`src/rtl/game_pkg.sv`:
```
// Shared definitions for the game controller slice.
// Holds the game and pipe-handshake state encodings, the last visible pixel
// of the 640x480 frame and the score ceiling.
package game_pkg;

  typedef enum logic [1:0] {
    IDLE  = 2'd0,
    CLEAR = 2'd1,
    PLAY  = 2'd2,
    OVER  = 2'd3
  } game_state_t;

  typedef enum logic [1:0] {
    H_REQ  = 2'd0,
    H_BUSY = 2'd1,
    H_DONE = 2'd2,
    H_REL  = 2'd3
  } hs_state_t;

  localparam logic [9:0] FRAME_LAST_X = 10'd639;
  localparam logic [8:0] FRAME_LAST_Y = 9'd479;
  localparam int unsigned SCORE_MAX   = 99;

endpackage

```
`src/rtl/game_ctrl_if.sv`:
```
// Bundle between the game controller and the pipe/sprite stage.
//   pipefinish  pipe stage idle/done indication
//   addscore    pipe-passed level (may stay high for many cycles)
//   pipe_g      pipe green channel at the current pixel, nonzero = pipe body
//   bird_on     bird sprite covers the current pixel
//   x, y        current scan pixel coordinates
//   resetGame   synchronous reset to the pipe stage
//   updatepipe  pipe-sweep request to the pipe stage
// master: the game controller side; slave: the pipe stage side.
interface game_ctrl_if;
  logic       pipefinish;
  logic       addscore;
  logic [7:0] pipe_g;
  logic       bird_on;
  logic [9:0] x;
  logic [8:0] y;
  logic       resetGame;
  logic       updatepipe;

  modport master (
    input  pipefinish, addscore, pipe_g, bird_on, x, y,
    output resetGame, updatepipe
  );

  modport slave (
    output pipefinish, addscore, pipe_g, bird_on, x, y,
    input  resetGame, updatepipe
  );
endinterface

```
`src/rtl/game_ctrl_bcd2_counter.sv`:
```
// Two-digit saturating BCD counter (00..SCORE_MAX).
//   clk   clock
//   clr   synchronous clear to 00 (wins over inc)
//   inc   add one; ignored once the ceiling is reached
//   tens  BCD tens digit
//   ones  BCD ones digit
module bcd2_counter
  import game_pkg::*;
(
  input  logic       clk,
  input  logic       clr,
  input  logic       inc,
  output logic [3:0] tens,
  output logic [3:0] ones
);

  localparam logic [3:0] MAX_TENS = 4'(SCORE_MAX / 10);
  localparam logic [3:0] MAX_ONES = 4'(SCORE_MAX % 10);

  logic at_max;
  assign at_max = (tens == MAX_TENS) && (ones == MAX_ONES);

  always_ff @(posedge clk) begin
    if (clr) begin
      tens <= 4'd0;
      ones <= 4'd0;
    end else if (inc && !at_max) begin
      if (ones == 4'd9) begin
        ones <= 4'd0;
        tens <= tens + 4'd1;
      end else begin
        ones <= ones + 4'd1;
      end
    end
  end

endmodule

```
`src/rtl/game_ctrl.sv`:
```
// Game controller: sequences IDLE/CLEAR/PLAY/OVER, runs the pipe-sweep
// handshake while playing, detects bird/pipe collisions per frame and keeps
// the BCD score.
//   clk         clock, all logic on posedge
//   reset       synchronous active-high reset
//   start_btn   one-cycle start/restart pulse
//   bus         game_ctrl_if.master (pipe stage handshake, pixel info)
//   score_tens  BCD tens digit of the score
//   score_ones  BCD ones digit of the score
//   game_over   high while in OVER
module game_ctrl
  import game_pkg::*;
(
  input  logic        clk,
  input  logic        reset,
  input  logic        start_btn,
  game_ctrl_if.master bus,
  output logic [3:0]  score_tens,
  output logic [3:0]  score_ones,
  output logic        game_over
);

  game_state_t state, state_next;
  hs_state_t   hs, hs_next;

  logic hit;
  logic hit_latch;
  logic frame_end;
  logic addscore_p1;
  logic resetgame_r;
  logic updatepipe_c;
  logic score_inc;
  logic score_clr;

  assign frame_end = (bus.x == FRAME_LAST_X) && (bus.y == FRAME_LAST_Y);
  assign hit       = (state == PLAY) && bus.bird_on && (bus.pipe_g != 8'd0);

  // Only a rising edge of the pass level scores, and only while playing;
  // an edge on the PLAY->OVER cycle still counts since state is PLAY then.
  assign score_inc = (state == PLAY) && bus.addscore && !addscore_p1;
  assign score_clr = reset || (state == CLEAR);

  always_ff @(posedge clk) begin
    if (reset) begin
      state       <= IDLE;
      hs          <= H_REQ;
      resetgame_r <= 1'b1;
      hit_latch   <= 1'b0;
      addscore_p1 <= 1'b0;
    end else begin
      state       <= state_next;
      hs          <= hs_next;
      // Registered, but aligned with the state it describes.
      resetgame_r <= (state_next == IDLE) || (state_next == CLEAR);
      addscore_p1 <= bus.addscore;
      if ((state == CLEAR) || frame_end) begin
        hit_latch <= 1'b0;
      end else if (hit) begin
        hit_latch <= 1'b1;
      end
    end
  end

  always_comb begin
    state_next   = state;
    hs_next      = hs;
    updatepipe_c = 1'b0;

    case (state)
      IDLE:    if (start_btn) state_next = CLEAR;
      CLEAR:   state_next = PLAY;
      PLAY:    if (frame_end && (hit_latch || hit)) state_next = OVER;
      OVER:    if (start_btn) state_next = CLEAR;
      default: state_next = IDLE;
    endcase

    // The handshake only advances while staying in PLAY; any other case
    // parks it at H_REQ so the next game starts with a fresh request.
    if ((state != PLAY) || (state_next != PLAY)) begin
      hs_next = H_REQ;
    end else begin
      case (hs)
        H_REQ:   if (!bus.pipefinish) hs_next = H_BUSY;
        H_BUSY:  if (bus.pipefinish) hs_next = H_DONE;
        H_DONE:  hs_next = H_REL;
        H_REL:   hs_next = H_REQ;
        default: hs_next = H_REQ;
      endcase
    end

    if ((state == PLAY) && ((hs == H_REQ) || (hs == H_BUSY))) begin
      updatepipe_c = 1'b1;
    end
  end

  assign bus.resetGame  = resetgame_r;
  assign bus.updatepipe = updatepipe_c;
  assign game_over      = (state == OVER);

  bcd2_counter u_score (
    .clk  (clk),
    .clr  (score_clr),
    .inc  (score_inc),
    .tens (score_tens),
    .ones (score_ones)
  );

endmodule

```
`src/flat_wrapper.sv`:
```
// flat-port wrapper written by rule: the top's interface ports become plain ports
module game_ctrl_flat import game_pkg::*;
  (clk, reset, start_btn, score_tens, score_ones, game_over, bus_pipefinish, bus_addscore, bus_pipe_g, bus_bird_on, bus_x, bus_y, bus_resetGame, bus_updatepipe);
  game_ctrl_if bus_i ();
  input  logic clk;
  input  logic reset;
  input  logic start_btn;
  output logic [3:0] score_tens;
  output logic [3:0] score_ones;
  output logic game_over;
  input wire logic [$bits(bus_i.pipefinish)-1:0] bus_pipefinish;
  input wire logic [$bits(bus_i.addscore)-1:0] bus_addscore;
  input wire logic [$bits(bus_i.pipe_g)-1:0] bus_pipe_g;
  input wire logic [$bits(bus_i.bird_on)-1:0] bus_bird_on;
  input wire logic [$bits(bus_i.x)-1:0] bus_x;
  input wire logic [$bits(bus_i.y)-1:0] bus_y;
  output wire logic [$bits(bus_i.resetGame)-1:0] bus_resetGame;
  output wire logic [$bits(bus_i.updatepipe)-1:0] bus_updatepipe;
  assign bus_i.pipefinish = bus_pipefinish;
  assign bus_i.addscore = bus_addscore;
  assign bus_i.pipe_g = bus_pipe_g;
  assign bus_i.bird_on = bus_bird_on;
  assign bus_i.x = bus_x;
  assign bus_i.y = bus_y;
  assign bus_resetGame = bus_i.resetGame;
  assign bus_updatepipe = bus_i.updatepipe;
  game_ctrl u_core (.clk(clk), .reset(reset), .start_btn(start_btn), .bus(bus_i), .score_tens(score_tens), .score_ones(score_ones), .game_over(game_over));
endmodule
```
`config.mk`:
```
export PLATFORM = sky130hd
export DESIGN_NAME = game_ctrl_flat
export DESIGN_NICKNAME = d
export VERILOG_FILES = /design/src/rtl/game_pkg.sv /design/src/rtl/game_ctrl_if.sv /design/src/rtl/game_ctrl_bcd2_counter.sv /design/src/rtl/game_ctrl.sv /design/src/flat_wrapper.sv
export SDC_FILE = /design/constraint.sdc
export NUM_CORES = 1
export LEC_CHECK = 0
export ABC_AREA = 1
export ABC_CLOCK_PERIOD_IN_PS = 1800
export CAP_MARGIN = 25
export CORE_ASPECT_RATIO = 1.75
export CORE_MARGIN = 3
export CORE_UTILIZATION = 40
export CTS_CLUSTER_SIZE = 28
export DETAILED_ROUTE_END_ITERATION = 10
export GPL_TIMING_DRIVEN = 0
export PLACE_DENSITY = 0.79
export SYNTH_ARGS = -nofsm -noshare
export SYNTH_HDL_FRONTEND = slang
export SYNTH_SLANG_ARGS = --single-unit
```
`constraint.sdc`:
```
create_clock -name clk -period 1.8 [get_ports clk]
set_input_delay 0.36 -clock clk [delete_from_list [all_inputs] [get_ports clk]]
set_output_delay 0.36 -clock clk [all_outputs]
set_load 0.005 [all_outputs]
```
==> flow_metrics.tcl, run 1 <==
set metrics [dict create \
    fillCellCount 201 \
    finalHoldViolations 0 \
    hp-class "reg -> reg" \
    yosysTopAreaCell "dfxtp_1" \
    synth_edf_count 0 \
    grt_overflow 0 \
    io-pin-count 44 \
    antenna_found_initial 0 \
    switchingPower_uw 341 \
    die_w_um 42.2 \
    gp_congestion 0.840 \
    min_period_over_period 0.955 \
    initial_utilization 0.427 \
    critPathKind "reg -> out" \
    grt_max_degree 9 \
    relSlewSlack 0.682 \
    clock_sinks 15 \
    critPathMaxFanout 3 \
    swShare 0.328 \
    seq_power_share 0.392 \
    cts_made_buffers 3 \
    clk_latency_ns 0.28 \
    internal_power_uw 697 \
    antenna_cells 0 \
    die_y_um 69.3 \
    vias 960 \
    drc_errors 0 \
    num_rows 22 \
    use_met3 0.0208 \
    multiInputGateArea_um2 515 \
    synthDistinctLibCells 23 \
    core_area_mm2 0.00215 \
    worstMarginPinSlew_ns 0.475 \
    required_ns 1.44 \
    synthTopCellsByCount "inv_1 (27), nand2_1 (26), nor2_1 (20)" \
    synth_cells 131 \
    ir_drop_mv 0.474 \
    use_met2 0.351 \
    timing.fmax_mhz 582 \
    syn_to_final_growth_pct 56.4 \
    place_hpwl_um 1920 \
    cts.clk_slew.worst_paths_ns 0.08 \
    drive_gt1_frac 0.122 \
    root_buffer "clkbuf_4" \
    slew_viol_final 0 \
    drt_iter0_markers 21 \
    start_kind "register" \
    leakage_nw 0.607 \
    synth_top_area_frac 0.328 \
    firstDrtPassIters 4 \
    cp-end-kind "output port" \
    synthTopCellsByArea "dfxtp_1 (33%), ha_1 (12%), inv_1 (11%), nand2_1 (11%), nor2_1 (8.2%)" \
    synthArstFlopShare 0 \
    yosysMostFrequentCell "inv_1" \
    grt_pass1_vias 961 \
    avgSynthCellArea_um2 6.99 \
    wire_per_inst_um 11.2 \
    dieArea_mm2 0.00292 \
    dp.cells 198 \
    met1_usage 0.146 \
    comb_power_share 0.427 \
    fin_skew_ns 0.00481 \
    grt_usage 0.170 \
    power.density_mw_per_mm2 724 \
    fin_nets 224 \
    ys_seq_area_frac 0.328 \
    syn_area_um2 916 \
    synth_fp_nets 173 \
    cts_tree "built" \
    fin_cells 205 \
    portBuffers 43 \
    setup_viol 0 \
    wl_um 2300 \
    min_period_ns 1.72 \
    seqCellArea_um2 304 \
    drv_cap 0 \
    ys_warn_count 0 \
    gr-max-usage-layer "met2" \
    rsz0062_at_grt "false" \
    ys.flop_type "dfxtp_1" \
    status "finished clean" \
    cts_max_path_buffers 2 \
    tns_ns 0 \
    grt_pass1_wl_um 3910 \
    detail-route-antenna-nets 0 \
    ys_seq_elements 15 \
    h-tree-depth 1 \
    worstPathArrival_ns 1.36 \
    pwr-share-clk 0.182 \
    avgViaCountPerCell 4.68 \
]
per-layer routing:
| metal | wire length [um] | share of wire |
|---|---|---|
| met3 | 54 | 0.023 |
| met4 | 57 | 0.025 |
| met5 | 0 | 0 |
| met2 | 1380 | 0.60 |
| met1 | 811 | 0.35 |
cells in the final DEF, fill, tap and decap left out, types with 2 or more instances in the layout:
master / instances
inv_2: 2
ha_1: 7
inv_1: 26
o21ai_0: 5
buf_4: 3
dfxtp_2: 3
clkbuf_4: 3
dfxtp_1: 12
a21oi_1: 6
ha_2: 2
nor2_2: 2
o21ai_1: 5
nand2_1: 26
nand3_1: 3
clkdlybuf4s50_1: 42
nor2_1: 20
state kept, by name, summed over array words and instances (netlist names):
signal                cells
u_core.hit_latch          1
u_core.bus.resetGame      1
u_core.addscore_p1        1
u_core.u_score.ones       4
u_core.hs                 2
u_core.state              2
u_core.u_score.tens       4
power by group through the flow:
stage               combinational, mW  sequential, mW  clock [mW]
CTS                             0.440           0.406       0.192
global placement                0.392           0.410           0
global route                    0.508           0.409       0.210
finish                          0.443           0.407       0.188
floorplan                       0.236           0.408           0
detailed placement              0.406           0.413           0
critical path, cell delays in order (launching register included):
cell and delay (ns):
dfxtp_2 0.33, buf_4 0.14, ha_1 0.18, clkdlybuf4s50_1 0.43
layout make-up:
cell class	instances	share of cell area
flip-flops and latches	15	0.212
well taps	24	0.0210
multi-input cells	88	0.360
repair buffers	46	0.315
inverters	28	0.0734
clock buffers	4	0.0183
per-stage QoR:
stage / util / hold WS, ns / instance area (um^2) / total power, mW / setup WS (ns)
global placement: 0.641 / 0.481 / 1380 / 0.802 / 0.0582
detailed placement: 0.641 / 0.498 / 1380 / 0.819 / 0.0270
CTS: 0.667 / 0.511 / 1430 / 1.04 / 0.0706
floorplan: - / 0.432 / 916 / 0.644 / 0.366
global route: 0.667 / 0.553 / 1430 / 1.13 / 0.0139
finish: 0.667 / 0.504 / 1430 / 1.04 / 0.0815
logic make-up after synthesis:
logic type,share of synthesized area
buffers and inverters,0.115
AOI/OAI and AO/OA,0.115
muxes,0.0123
DFF,0.328
adders and majority gates,0.123
and+or+nand+nor,0.307
worst paths after layout:
check | slack, ns | startpoint | depth (start not counted) | to
min reg2reg | 0.50 | u_core.u_score.tens[3] | 2 | u_core.u_score.tens[3]
max reg2reg | 0.31 | u_core.state[0] | 5 | u_core.hit_latch
max | 0.08 | u_core.state[0] | 3 | game_over
min | 0.50 | u_core.u_score.tens[3] | 2 | u_core.u_score.tens[3]
repair_timing:
| item | CTS | global route |
|---|---|---|
| setup endpoints to repair | 1 | 0 |
| buffers inserted | 3 | 0 |
| hold buffers | 0 | 0 |
| resized for setup | 7 | 0 |
Note: power is estimated with default switching activity, not from simulation.
==> run 2: changes to the inputs <==
--- a/config.mk
+++ b/config.mk
@@ -6,15 +6,13 @@
 export NUM_CORES = 1
 export LEC_CHECK = 0
 export ABC_AREA = 1
-export ABC_CLOCK_PERIOD_IN_PS = 1800
-export CAP_MARGIN = 25
+export ABC_CLOCK_PERIOD_IN_PS = 1400
 export CORE_ASPECT_RATIO = 1.75
 export CORE_MARGIN = 3
-export CORE_UTILIZATION = 40
+export CORE_UTILIZATION = 25
 export CTS_CLUSTER_SIZE = 28
 export DETAILED_ROUTE_END_ITERATION = 10
 export GPL_TIMING_DRIVEN = 0
-export PLACE_DENSITY = 0.79
 export SYNTH_ARGS = -nofsm -noshare
 export SYNTH_HDL_FRONTEND = slang
 export SYNTH_SLANG_ARGS = --single-unit
==> constraint.sdc (replaced) <==
create_clock -name clk -period 1.4 [get_ports clk]
set_input_delay 0.28 -clock clk [delete_from_list [all_inputs] [get_ports clk]]
set_output_delay 0.28 -clock clk [all_outputs]
set_load 0.005 [all_outputs]
==> run 2 against run 1 <==
Against the previous run: the flow now finishes with violations (negative setup slack); routed wire length grew 9.9%; count of clock-buffer cells in the layout is the same; utilization shrank 17 points; non-clock buffer count grew 13; die area grew 52%; combinational power grew 78%.
==> flow_metrics.tcl, run 2 (synthesized netlist as in run 1, its figures left out) <==
set metrics [dict create \
    status "finished, violations left" \
    violations "negative setup slack" \
    power.density_mw_per_mm2 964 \
    slew_viol_final 0 \
    cts_made_buffers 3 \
    die_w_um 51.8 \
    vias 1019 \
    firstDrtPassIters 4 \
    switchingPower_uw 530 \
    crit_path_start "u_core.state[0]" \
    critPathMaxFanout 2 \
    rsz0062_at_grt "true" \
    cts.clk_slew.worst_paths_ns 0.06 \
    final_cell_mix "clkdlybuf4s50_1 (27), inv_1 (20), nand2_1 (19)" \
    relSlewSlack 0.835 \
    crit_top_cell "nor2_1" \
    critical_path.max_stage_delay_ns 0.33 \
    pwr-share-clk 0.205 \
    worst_hold_startpoint "bus_addscore" \
    die_y_um 86.1 \
    timing.hold.ws_ns 0.298 \
    grt_pass1_wl_um 4170 \
    detail-route-antenna-nets 0 \
    fin_ws_ns -0.0502 \
    grt_pass1_vias 1035 \
    grt_overflow 0 \
    cts_tree "built" \
    drive_gt1_frac 0.361 \
    worstMarginPinSlew_ns 0.246 \
    ir_drop_mv 0.577 \
    min_period_over_period 1.04 \
    cp-end-kind "register" \
    drt_iter0_markers 12 \
    finalHoldViolations 0 \
    portBuffers 43 \
    place_hpwl_um 1890 \
    hp-class "in -> reg" \
    num_rows 28 \
    seq_power_share 0.320 \
    min_period_ns 1.45 \
    grt_max_degree 9 \
    leakage_nw 0.831 \
    start_kind "register" \
    grt_usage 0.119 \
    cts_max_path_buffers 2 \
    wl_um 2530 \
    swShare 0.320 \
    drv_cap 0 \
    slowest_stage "dfxtp_2" \
    avgViaCountPerCell 4.26 \
    path_cells "inv_2 > buf_4 > buf_4 > ha_1 > a211o_1 > inv_1 > nor2_1 > inv_1 > nor2_1 > nand2_2 > nor2_1" \
    required_ns 1.54 \
    initial_utilization 0.267 \
    comb_power_share 0.475 \
    drc_errors 0 \
    dieArea_mm2 0.00445 \
    gp_congestion 0.793 \
    reg2reg_from "u_core.state[0]" \
    antenna_cells 0 \
    setup_viol 4 \
    fillCellCount 369 \
    wire_per_inst_um 10.6 \
    placed_area_mm2 0.00141 \
    reg_top3 "u_core.u_score.ones (4), u_core.u_score.tens (4)" \
    fin_nets 237 \
    clock_sinks 15 \
    final_common_cell "clkdlybuf4s50_1" \
    timing.fmax_mhz 690 \
    internal_power_mw 1.13 \
    syn_to_final_growth_pct 87.7 \
    final_area_mm2 0.00172 \
    clk_latency_ns 0.24 \
    antenna_found_initial 0 \
    critPathKind "reg -> reg" \
    worstPathArrival_ns 1.59 \
    fin_skew_ns 0.00126 \
    io-pin-count 44 \
    h-tree-depth 1 \
    core_area_mm2 0.00343 \
    root_buffer "clkbuf_8" \
]
==> run 2: path summary, 6_finish.rpt <==
check,slack (ns),to,cells after the start
worst max-delay path,-0.05,u_core.hs[1],11
worst min-delay path,0.30,u_core.addscore_p1,3
worst max register to register,-0.05,u_core.hs[1],11
worst min register to register,0.46,u_core.u_score.ones[3],1
==> run 2: through the flow <==
step,setup WS (ns),cells,power (mW),util,TNS [ns]
6_report,-0.0502,239,1.66,0.501,-0.111
5_1_grt,-0.141,239,1.79,0.501,-0.880
4_1_cts,-0.106,232,1.56,0.458,-0.329
3_5_place_dp,-0.304,219,1.07,0.410,-2.92
3_3_place_gp,-0.277,219,1.04,0.410,-2.61
2_1_floorplan,0.0383,131,0.832,-,0
==> run 2: layer usage <==
metal	vias to the layer above	GRT usage	share of wire
met2	35	0.229	0.56
met4	0	0.0644	0.020
li1	531	-	-
met1	449	0.111	0.35
met5	-	0	0
met3	4	0.0243	0.068
==> run 2: layout make-up <==
class                      instances  area (um^2)  share of cell area
tap                               45         56.3              0.0328
inverter                          28          108              0.0626
multi-input combinational         88          617               0.359
sequential                        15          325               0.189
clock buffer                       4         45.0              0.0262
timing repair buffer              59          568               0.330
==> run 2: worst max-delay path: cells and delay by family, from the launching register on <==
kind | cells | cell delay [ns]
adder cells (fa/ha/maj) | 1 | 0.18
buffers and inverters | 5 | 0.42
flip-flops | 1 | 0.33
AND/OR/NAND/NOR | 4 | 0.19
AO/OA/AOI/OAI | 1 | 0.22
==> run 2: power by group through the flow <==
stage / registers [mW] / logic (mW) / clock network [mW]
3_3_place_gp: 0.528 / 0.516 / 0
4_1_cts: 0.530 / 0.677 / 0.357
3_5_place_dp: 0.531 / 0.536 / 0
5_1_grt: 0.536 / 0.881 / 0.373
2_1_floorplan: 0.526 / 0.307 / 0
6_report: 0.530 / 0.787 / 0.339
==> run 2: what timing repair did <==
action,4_1_cts,5_1_grt
gates cloned,0,0
setup endpoints to repair,21,16
setup buffers,9,7
endpoints found under the hold margin,0,0
gates resized for setup,38,36
hold buffers,0,0
pin swaps,8,12
==> run 3: changes to the inputs <==
--- a/config.mk
+++ b/config.mk
@@ -6,7 +6,7 @@
 export NUM_CORES = 1
 export LEC_CHECK = 0
 export ABC_AREA = 1
-export ABC_CLOCK_PERIOD_IN_PS = 1400
+export ABC_CLOCK_PERIOD_IN_PS = 1800
 export CORE_ASPECT_RATIO = 1.75
 export CORE_MARGIN = 3
 export CORE_UTILIZATION = 25
==> constraint.sdc (replaced) <==
create_clock -name clk -period 1.8 [get_ports clk]
set_input_delay 0.36 -clock clk [delete_from_list [all_inputs] [get_ports clk]]
set_output_delay 0.36 -clock clk [all_outputs]
set_load 0.005 [all_outputs]
==> run 3 against run 2 <==
Against the previous run: the run now ends clean; via count fell by 6.2%; combinational power fell by 47%; utilization fell by 7.6 points; design area fell by 15%; clock power fell by 22%; first-iteration DRC count rose by 17%; hold slack improved by 0.20 ns; sequential share of layout area rose by 1.8 points; die area did not move; register-to-register slack improved by 0.31 ns; final cell count fell by 6.3%; non-clock buffer count fell by 15; largest power group unchanged; highest routed layer unchanged.
==> flow_metrics.tcl, run 3 (synthesized netlist as in run 1, its figures left out) <==
set metrics [dict create \
    dieArea_mm2 0.00445 \
    pwr-share-clk 0.240 \
    start_kind "register" \
    hp-class "reg -> reg" \
    avgViaCountPerCell 4.27 \
    drv_cap 0 \
    final_common_cell "clkdlybuf4s50_1" \
    fillCellCount 375 \
    swShare 0.312 \
    grt_pass1_wl_um 3800 \
    ir_drop_mv 0.602 \
    syn_to_final_growth_pct 59.3 \
    reg2reg_from "u_core.state[0]" \
    comb_power_share 0.383 \
    crit_top_cell "nor2_1" \
    cp_top_family "flip-flops" \
    antenna_cells 0 \
    path_cells "inv_1 > ha_1 > nor2_1 > nor2_1 > dlygate4sd2_1" \
    io-pin-count 44 \
    rrSetupSlack_ns 0.26 \
    slowest_stage "dfxtp_1" \
    worstMarginPinSlew_ns 0.515 \
    required_ns 1.44 \
    grt_max_degree 9 \
    hold_buffers 0 \
    final_cell_mix "clkdlybuf4s50_1 (42), inv_1 (26), nand2_1 (26)" \
    worstPathArrival_ns 1.27 \
    cts_max_path_buffers 2 \
    portBuffers 43 \
    critPathKind "reg -> out" \
    finalHoldViolations 0 \
    antenna_found_initial 0 \
    reg_top3 "u_core.u_score.ones (4), u_core.u_score.tens (4)" \
    power.density_mw_per_mm2 750 \
    critPathMaxFanout 3 \
    drt_iter0_markers 14 \
    leakage_nw 0.605 \
    die_y_um 86.1 \
    placed_area_mm2 0.00140 \
    path_buf_inv 2 \
    initial_utilization 0.267 \
    relSlewSlack 0.655 \
    wl_um 2360 \
    clk_latency_ns 0.24 \
    internal_power_uw 753 \
    worstRegToRegCells 9 \
    wire_per_inst_um 10.5 \
    status "finished clean" \
    firstDrtPassIters 4 \
    cts.clk_slew.worst_paths_ns 0.06 \
    critical_path.max_stage_delay_ns 0.36 \
    cp-end-kind "output port" \
    final_area_mm2 0.00146 \
    rsz0062_at_grt "false" \
    timing.fmax_mhz 615 \
    h-tree-depth 1 \
    fin_nets 222 \
    seq_power_share 0.377 \
    hold_end "u_core.u_score.tens[3]" \
    grt_usage 0.109 \
    root_buffer "clkbuf_8" \
    clock_sinks 15 \
    grt_pass1_vias 956 \
    num_rows 28 \
    drc_errors 0 \
    min_period_ns 1.63 \
    min_period_over_period 0.904 \
    switchingPower_uw 342 \
    cts_tree "built" \
    detail-route-antenna-nets 0 \
    grt_overflow 0 \
    rr_endpoint "u_core.u_score.tens[3]" \
    cts_made_buffers 3 \
    fin_skew_ns 0.00281 \
    setup_viol 0 \
    vias 956 \
    fin_util 0.425 \
    min_path_cells 2 \
    die_w_um 51.8 \
    worst_hold_startpoint "u_core.u_score.tens[3]" \
    slew_viol_final 0 \
    gp_congestion 0.812 \
    place_hpwl_um 1980 \
    drive_gt1_frac 0.101 \
    core_area_mm2 0.00343 \
]
-- run 3: cell types whose count changed in the layout (fill, tap and decap cells not counted), sizes merged --
cell and delta:
buf -15, clkdlybuf4s50 +15, dlymetal6s2s -9, dlygate4sd2 -4
clkbuf -2
-- run 3: repair_timing --
item	in CTS	in global routing
setup endpoints to repair	1	0
buffers inserted	1	0
resized for setup	5	0
-- run 3: per-stage QoR --
step | cells | TNS (ns) | hold slack, ns | power [mW] | setup WS [ns]
6_report | 224 | 0 | 0.500 | 1.09 | 0.173
3_3_place_gp | 219 | 0 | 0.482 | 0.811 | 0.0269
5_1_grt | 224 | 0 | 0.532 | 1.19 | 0.0924
2_1_floorplan | 131 | 0 | 0.432 | 0.644 | 0.366
4_1_cts | 224 | 0 | 0.508 | 1.11 | 0.153
3_5_place_dp | 219 | -0.0225 | 0.496 | 0.825 | -0.0146
-- run 3: cell type report --
type / count / area, um^2 / share of cell area
Multi-Input combinational cell: 88 / 513 / 0.352
Tap cell: 45 / 56.3 / 0.0386
Timing Repair Buffer: 44 / 437 / 0.299
Sequential cell: 15 / 303 / 0.208
Clock buffer: 4 / 45.0 / 0.0309
Inverter: 28 / 105 / 0.0720
-- run 3: worst max path at each step --
stage	startpoint	end	slack, ns	depth (start not counted)
floorplan	u_core.state[0]	u_core.u_score.tens[3]	0.37	9
global placement	bus_x[6]	u_core.hs[0]	0.03	12
detailed placement	bus_x[6]	u_core.hs[0]	-0.01	12
CTS	u_core.hs[0]	bus_updatepipe	0.15	5
global route	u_core.hs[0]	bus_updatepipe	0.09	5
finish	u_core.hs[0]	bus_updatepipe	0.17	5
-- run 3: power groups by stage --
stage | logic, mW | registers [mW] | clock network, mW
after global routing | 0.482 | 0.419 | 0.292
after CTS | 0.424 | 0.414 | 0.273
after detailed placement | 0.410 | 0.415 | 0
after floorplan | 0.236 | 0.408 | 0
final | 0.419 | 0.413 | 0.263
after global placement | 0.399 | 0.412 | 0
-- run 3: routing by layer --
layer	vias to the layer above	track usage	wire length (um)
li1	499	-	-
met1	412	0.102	909
met2	37	0.206	1220
met5	-	0	0
met3	8	0.0261	156
met4	0	0.0597	76
-- run 3: worst reg2reg max path, delay by kind of cell (launching register included) --
family	cells	cell delay [ns]
and+or+nand+nor	4	0.58
DFF	1	0.34
adders and majority gates	1	0.19
AOI/OAI and AO/OA	2	0.19
buffers and inverters	2	0.13
